`config.mk`:
```
export PLATFORM = sky130hd
export DESIGN_NAME = sim_host_console
export DESIGN_NICKNAME = d
export VERILOG_FILES = /design/src/rtl/sim_host_console.sv
export SDC_FILE = /design/constraint.sdc
export NUM_CORES = 1
export LEC_CHECK = 0
export ABC_AREA = 1
export CORE_MARGIN = 2
export CORE_UTILIZATION = 49
export DETAILED_ROUTE_END_ITERATION = 8
export PLACE_DENSITY = 0.78
export SLEW_MARGIN = 15
export SYNTH_ARGS = -nofsm -noshare
export SYNTH_HDL_FRONTEND = slang
export SYNTH_SLANG_ARGS = --single-unit
```
`constraint.sdc`:
```
create_clock -name clk_i -period 9.4 [get_ports clk_i]
set_input_delay 2.35 -clock clk_i [delete_from_list [all_inputs] [get_ports clk_i]]
set_output_delay 2.35 -clock clk_i [all_outputs]
set_load 0.01 [all_outputs]
```
`src/rtl/sim_host_console.sv`:
```
`timescale 1ns/1ps
// sim_host_console
// Memory-mapped host-I/O endpoint on the core 0 data bus. Stores to the upper
// half of the address space (addr_i[31]=1) are host-I/O accesses:
//   - a store of FINI_CODE ends the run,
//   - any other store queues its low byte in a character FIFO for an external drain.
// The block also keeps the run-control counters (mcycle, minstret, branch
// statistics) and forces the run to end once mcycle passes TIMEOUT_CYCLES.
//
// Ports
//   clk_i, rst_i           clock, asynchronous active-high reset
//   wvalid_i/addr_i/wdata_i CPU store strobe, address and data
//   retire_i               one instruction retires this cycle
//   ctrl_tsfr_i            the retiring instruction is a branch or jump
//   br_misp_i              that branch or jump was mispredicted
//   busy_o                 FIFO full, the CPU must hold its store
//   char_valid_o/char_data_o/char_ready_i  character drain handshake
//   fini_o, timeout_o, done_o, overflow_o  sticky run-status flags
//   mcycle_o, minstret_o, br_pred_o, br_misp_o  64-bit counters
//
// Drain handshake: a byte moves from the FIFO head to the drain on every
// clock edge where char_valid_o and char_ready_i are both high. char_ready_i
// with char_valid_o low is ignored. There is no handshake on the store side:
// a store that arrives while busy_o is high is dropped and flagged.
//
// Run state (signal 'state'): RUN counts and accepts stores, DRAIN waits for
// the FIFO to empty after the run ended, DONE holds until reset.
module sim_host_console #(
   parameter int unsigned FIFO_DEPTH     = 16,
   parameter logic [31:0] FINI_CODE      = 32'h00020000,
   parameter logic [63:0] TIMEOUT_CYCLES = 64'd1000000
) (
   input  logic        clk_i,
   input  logic        rst_i,
   input  logic        wvalid_i,
   input  logic [31:0] addr_i,
   input  logic [31:0] wdata_i,
   input  logic        retire_i,
   input  logic        ctrl_tsfr_i,
   input  logic        br_misp_i,
   output logic        busy_o,
   output logic        char_valid_o,
   output logic [7:0]  char_data_o,
   input  logic        char_ready_i,
   output logic        fini_o,
   output logic        timeout_o,
   output logic        done_o,
   output logic        overflow_o,
   output logic [63:0] mcycle_o,
   output logic [63:0] minstret_o,
   output logic [63:0] br_pred_o,
   output logic [63:0] br_misp_o
);

   localparam int AW = $clog2(FIFO_DEPTH);
   localparam int CW = AW + 1;
   localparam logic [CW-1:0] DEPTH_C = CW'(FIFO_DEPTH);

   typedef enum logic [1:0] {
      ST_RUN   = 2'd0,
      ST_DRAIN = 2'd1,
      ST_DONE  = 2'd2
   } state_t;

   state_t state;
   state_t state_next;

   logic [7:0]    mem [FIFO_DEPTH];
   logic [AW-1:0] wr_ptr;
   logic [AW-1:0] rd_ptr;
   logic [CW-1:0] count;
   logic [CW-1:0] count_next;

   logic in_run;
   logic full;
   logic empty;
   logic hit;
   logic fini_hit;
   logic char_hit;
   logic push;
   logic pop;
   logic drop;
   logic timeout_evt;
   logic fini_evt;
   logic cnt_en;

   // Only bit 31 of the address selects this endpoint.
   logic unused_addr;
   assign unused_addr = ^addr_i[30:0];

   assign in_run   = (state == ST_RUN);
   assign full     = (count == DEPTH_C);
   assign empty    = (count == '0);

   assign hit      = wvalid_i && addr_i[31] && in_run;
   assign fini_hit = hit && (wdata_i == FINI_CODE);
   assign char_hit = hit && !fini_hit;
   // Fullness is judged on the current count only, so a pop in the same cycle
   // does not make room for a store that arrives while full.
   assign push     = char_hit && !full;
   assign drop     = char_hit && full;
   assign pop      = !empty && char_ready_i;

   assign timeout_evt = in_run && (mcycle_o > TIMEOUT_CYCLES);
   assign fini_evt    = fini_hit || timeout_evt;
   // The cycle that ends the run does not count.
   assign cnt_en      = in_run && !fini_evt;

   assign busy_o       = full;
   assign char_valid_o = !empty;
   assign char_data_o  = mem[rd_ptr];

   always_comb begin
      count_next = count;
      if (push && !pop) begin
         count_next = count + CW'(1);
      end else if (pop && !push) begin
         count_next = count - CW'(1);
      end
   end

   // DRAIN leaves as soon as the FIFO will be empty after this edge, so done_o
   // follows the last pop by one cycle; a run that ends with an empty FIFO
   // still spends one cycle in DRAIN.
   always_comb begin
      state_next = state;
      case (state)
         ST_RUN:   if (fini_evt) state_next = ST_DRAIN;
         ST_DRAIN: if (count_next == '0) state_next = ST_DONE;
         ST_DONE:  state_next = ST_DONE;
         default:  state_next = ST_RUN;
      endcase
   end

   // Storage needs no reset: the count alone defines which entries are live.
   always_ff @(posedge clk_i) begin
      if (push) begin
         mem[wr_ptr] <= wdata_i[7:0];
      end
   end

   always_ff @(posedge clk_i or posedge rst_i) begin
      if (rst_i) begin
         state      <= ST_RUN;
         wr_ptr     <= '0;
         rd_ptr     <= '0;
         count      <= '0;
         fini_o     <= 1'b0;
         timeout_o  <= 1'b0;
         done_o     <= 1'b0;
         overflow_o <= 1'b0;
         mcycle_o   <= '0;
         minstret_o <= '0;
         br_pred_o  <= '0;
         br_misp_o  <= '0;
      end else begin
         state <= state_next;
         count <= count_next;
         // Power-of-two depth: pointers wrap naturally.
         if (push) wr_ptr <= wr_ptr + AW'(1);
         if (pop)  rd_ptr <= rd_ptr + AW'(1);
         if (fini_evt)    fini_o     <= 1'b1;
         if (timeout_evt) timeout_o  <= 1'b1;
         if (drop)        overflow_o <= 1'b1;
         if (state == ST_DONE) done_o <= 1'b1;
         if (cnt_en) begin
            mcycle_o <= mcycle_o + 64'd1;
            if (retire_i) begin
               minstret_o <= minstret_o + 64'd1;
               if (ctrl_tsfr_i) begin
                  br_pred_o <= br_pred_o + 64'd1;
                  if (br_misp_i) br_misp_o <= br_misp_o + 64'd1;
               end
            end
         end
      end
   end

endmodule

```
# Word level (Yosys, flattened, before mapping)
# Memories as Yosys holds them, arrays and structs flattened.
# Cells that the tools add are included.
[word_totals]
register_bits = 275
ramBits = 128
in_bits = 71
out_inout_bits = 270
wordCells = 60
memories = 1
[classes]
n_addsub = 8
n_lt_le_gt_ge = 1
n_eq_ne = 6
mux = 7
reduce_logical = 25
[mem_list]
columns = ["memory", "words", "width", "rd", "rd_ports_with_merged_regs", "wr", "line_no", "rtl"]
rows = [
  ["mem", 16, 8, 1, 0, 1, "68", "logic [7:0] mem [FIFO_DEPTH];"],
]
[ops]
columns = ["op", "count"]
rows = [
  ["$add 64x1->64 const B", 4],
  ["$gt 64x20->1 const B", 1],
  ["$eq 32x18->1 const B", 1],
  ["$logic_and 1x1->1", 11],
  ["$logic_not 5->1", 2],
  ["$mux 5", 2],
  ["$add 4x1->4 const B", 2],
  ["$logic_not 1->1", 6],
  ["$pmux 2 s3", 1],
  ["$add 5x1->5 const B", 1],
  ["$eq 5x5->1 const B", 1],
  ["$sub 5x1->5 const B", 1],
  ["$mux 2", 2],
  ["$reduce_and 2->1", 2],
  ["$reduce_and 4->1", 1],
  ["$reduce_and 3->1", 1],
  ["$eq 2x1->1 const B", 1],
  ["$eq 2x2->1 const B", 1],
  ["$logic_not 2->1", 1],
  ["$mux 1", 2],
  ["$ne 2x1->1 const B", 1],
  ["$ne 2x2->1 const B", 1],
  ["$logic_or 1x1->1", 1],
]

# Logic depth before layout (Yosys ltp)
[depth]
depth_word = 13
ltp_mapped = 18
ltp_nobuf = 18

# Worst setup path before layout
# OpenSTA, ideal clock, no wires.
[synth_path]
kind = "register -> output"
startpoint = "reg rd_ptr[0]"
endpoint = "out char_data_o[3]"
arrival_ns = 1.644
required_ns = 7.050
path_slack_ns = 5.406
stages_incl_launch_ff = 9
n_path_buf = 3
cell_sequence = "dfrtp_1 clkbuf_1 clkbuf_1 clkbuf_1 a21oi_1 o21ai_0 o211ai_1 nand3_1 nand2_1"
[synth_between]
elab_chain_cells = 1
[synth_lines]
columns = ["item", "line_no", "rtl"]
rows = [
  ["start: declaration", "70", "logic [AW-1:0] rd_ptr;"],
  ["start signal: assignment", "161", "if (pop) rd_ptr <= rd_ptr + AW'(1);"],
  ["$mem_v2 16x8", "--", ""],
  ["end: declaration", "43", "output logic [7:0] char_data_o,"],
]
# No other way between the ends.

# Worst setup path in the final report
[layout_path]
startpoint = "in wdata_i[1]"
endpoint = "reg br_misp_o[13]"
[layout_between]
elab_chain_cells = 6
[layout_lines]
columns = ["item", "line_no", "rtl"]
rows = [
  ["start: declaration", "37", "input logic [31:0] wdata_i,"],
  ["$eq 32x18->1", "96", "assign fini_hit = hit && (wdata_i == FINI_CODE);"],
  ["$logic_and 1x1->1", "96", ""],
  ["$logic_or 1x1->1", "105", "assign fini_evt = fini_hit || timeout_evt;"],
  ["$logic_not 1->1", "107", "assign cnt_en = in_run && !fini_evt;"],
  ["$logic_and 1x1->1", "107", ""],
  ["$reduce_and 4->1 (no source line)", "--", ""],
  ["end signal: assignment", "172", "if (br_misp_i) br_misp_o <= br_misp_o + 64'd1;"],
  ["end: declaration", "52", "output logic [63:0] br_misp_o"],
]
# No other way between the ends.
# A chain may end at the register's enable or synchronous reset.

==> qor.csv <==
metric,value,unit
cts_setup_buffers,0,
pre_cts_ws,2880,ps
syn_avg_cell_area,8.44,sq um
p_switching,0.00163,W
final_area,25900,sq um
post_drt_wl_per_cell,18.4,um
cp-startpoint,wdata_i[1],
leakage,10.4,nW
hp-start,mcycle_o[38],
synthTopCellsByCount,"642 x nand2_1, 275 x dfrtp_1, 265 x nor2_1, 263 x inv_1, 130 x o21ai_0",
cts_tree,built,
synth-main-ff-cell,dfrtp_1,
cts.sinks,403,
outcome,finished clean,
drive_gt1_frac,0.0402,
clkPwrFrac,0.337,
power_density,195,nW/um^2
grt_first_pass_wirelength,96100,um
finalWorstSetupSlack,3550,ps
cp_top_family,buffers and inverters,
synth_edf_count,128,
clk_latency,590,ps
vias,18100,
grt_pass1_vias,17700,
slowest_delay,950,ps
register_area,10700,sq um
start_util,0.500,
cts_resized,0,
wirelength,61300,um
fmax,171,MHz
startpoint_type,primary input,
netlist_instances,2494,
vias_per_cell,5.44,
timing.rr.start,mcycle_o[48],
critPathKind,primary input to flop,
num-nets-final,2840,
cp_cell_sequence,"clkdlybuf4s50_1, nor4_1, nand2_1, nor3_1, nand3_1, nand3_4, inv_2, nand3_4, inv_2, o21ai_0",
arrival,6270,ps
grt_max_degree,166,
drc_errors,0,
ant_nets,0,
post_dp_cell_area,24400,sq um
fp.dieArea,44600,sq um
ys_ff_latch,403,
swShare,0.322,
internal_power,0.00343,W
finClkSkew,21.0,ps
fill_cells,3561,
dr.pass1.iters,6,
ys_top_cells_by_area,"dfrtp_1 33%, edfxtp_1 18%, nand2_1 11%",
crit_buf_inv,3,
netlist_area,21100,sq um
comb_power_share,0.224,
grt_remaining_overflow,0,
dieHeight,211,um
rsz0062_at_grt,no,
ys_types,41,
clk_pin_slew,60,ps
synthArstFlopShare,0.682,
slew_headroom,0.212,
dpl.hpwl,45000,um
synth_top_area_share,0.327,
hold_path.class,flop to flop,
grtUsageTotal,0.275,
cts_hold_buffers,0,
synthToLayoutAreaGrowth,23.0,%
postLayoutCoreUtil,0.615,
yosysSeqAreaShare,0.510,
setup_viol,0,
period_needed,5850,ps
die_w,211,um
dr.first_iter.drc_count,1616,
grt_antenna_before_repair,3,
ctsHtreeMaxLevel,2,
syn-num-nets,2581,
power_frac_seq,0.438,
io_buffers,309,
pin_count,341,
routabilityCongestion,0.930,
fp.coreArea,42100,sq um
critPathRequiredTime,9830,ps
slowest_stage,clkdlybuf4s50_1,
synthMostInstantiatedCell,nand2_1,
clk_path_buf_depth,3,
endpoint_kind,flop,
fin_tns_setup,0,ps
numCtsBuffers,44,
peakVddDrop,0.156,mV
worst_pin_slew,1180,ps
clockRootBuffer,clkbuf_16,
cap_violations,0,
maxSlewViolCount,0,
yosysTopAreaCell,dfrtp_1,
num_rows,75,
multiInputGateArea,8890,sq um
path_max_fanout,80,
yosysWarnings,0,
finalHoldViolCount,0,
timing.final.crit_share,0.622,
-- layer usage --
metal | part of all wire | vias to the layer above | track usage
met5 | 0 | - | 0
met4 | 0.031 | 0 | 0.0915
met2 | 0.47 | 700 | 0.449
met3 | 0.065 | 124 | 0.0404
met1 | 0.43 | 8669 | 0.377
li1 | - | 8638 | -
-- flip-flops by register name (all words and copies together) (netlist names), 2 cells and up --
name and count:
br_pred_o 64, wr_ptr 4, mem 128, minstret_o 64, state 2, count 5
rd_ptr 4, mcycle_o 64, br_misp_o 64
-- stage by stage --
step | hold slack (ps) | instances | total power [W]
global placement | 386 | 3245 | 0.00332
floorplan | 467 | 2494 | 0.00284
finish | 395 | 3330 | 0.00505
detailed placement | 390 | 3245 | 0.00337
CTS | 402 | 3326 | 0.00509
global route | 410 | 3330 | 0.00529
-- power by group through the flow --
stage / Combinational (W) / Clock [W] / Sequential (W)
floorplan: 0.000693 / 0 / 0.00215
global placement: 0.00109 / 0 / 0.00223
detailed placement: 0.00113 / 0 / 0.00224
CTS: 0.00114 / 0.00174 / 0.00221
global route: 0.00125 / 0.00180 / 0.00224
finish: 0.00113 / 0.00170 / 0.00221
-- kinds of logic after synthesis --
family	Yosys count	share of synthesized area
DFF	403	0.510
AOI/OAI and AO/OA	202	0.0522
buffers and inverters	369	0.0685
xor gates and xnor gates	205	0.0853
adders and majority gates	16	0.00951
and+or+nand+nor	1267	0.260
muxes	32	0.0152
-- worst paths after layout --
check | endpoint | slack [ps] | cells after the start
min in group asynchronous | mcycle_o[42] | 2320 | 2
max in group asynchronous | rd_ptr[0] | 5610 | 3
worst max-delay path | br_misp_o[13] | 3550 | 10
worst min register to register | mcycle_o[38] | 400 | 0
worst max register to register | br_misp_o[13] | 5370 | 9
worst min-delay path | mcycle_o[38] | 400 | 0
-- final cells by class --
| type | count | area share |
|---|---|---|
| clock buffers | 55 | 0.0456 |
| inverters | 268 | 0.0390 |
| well taps | 539 | 0.0260 |
| repair buffers | 314 | 0.122 |
| multi-input cells | 1722 | 0.343 |
| diodes | 3 | 0.000290 |
| clock inverters | 26 | 0.00942 |
| flip-flops and latches | 403 | 0.414 |
-- worst reg2reg max path, delay by kind of cell (launching register included) --
kind	cells	cell delay [ps]
simple gates	6	1970
buf+inv	2	1320
flops	1	390
compound gates	1	190
-- cell usage in the layout, fill, tap and decap left out, drive strengths merged, types with 5 or more instances in the layout --
cell	instances
xor2	116
mux2i	32
o21ai	134
a21oi	33
nor4	50
clkbuf	55
clkdlybuf4s50	309
o211ai	33
inv	266
buf	5
xnor2	89
nand2	645
nor3	115
clkinv	24
dfrtp	275
ha	16
nor2	282
nand4	68
nand3	94
edfxtp	128
No activity file was read; power rests on OpenSTA's default activity.
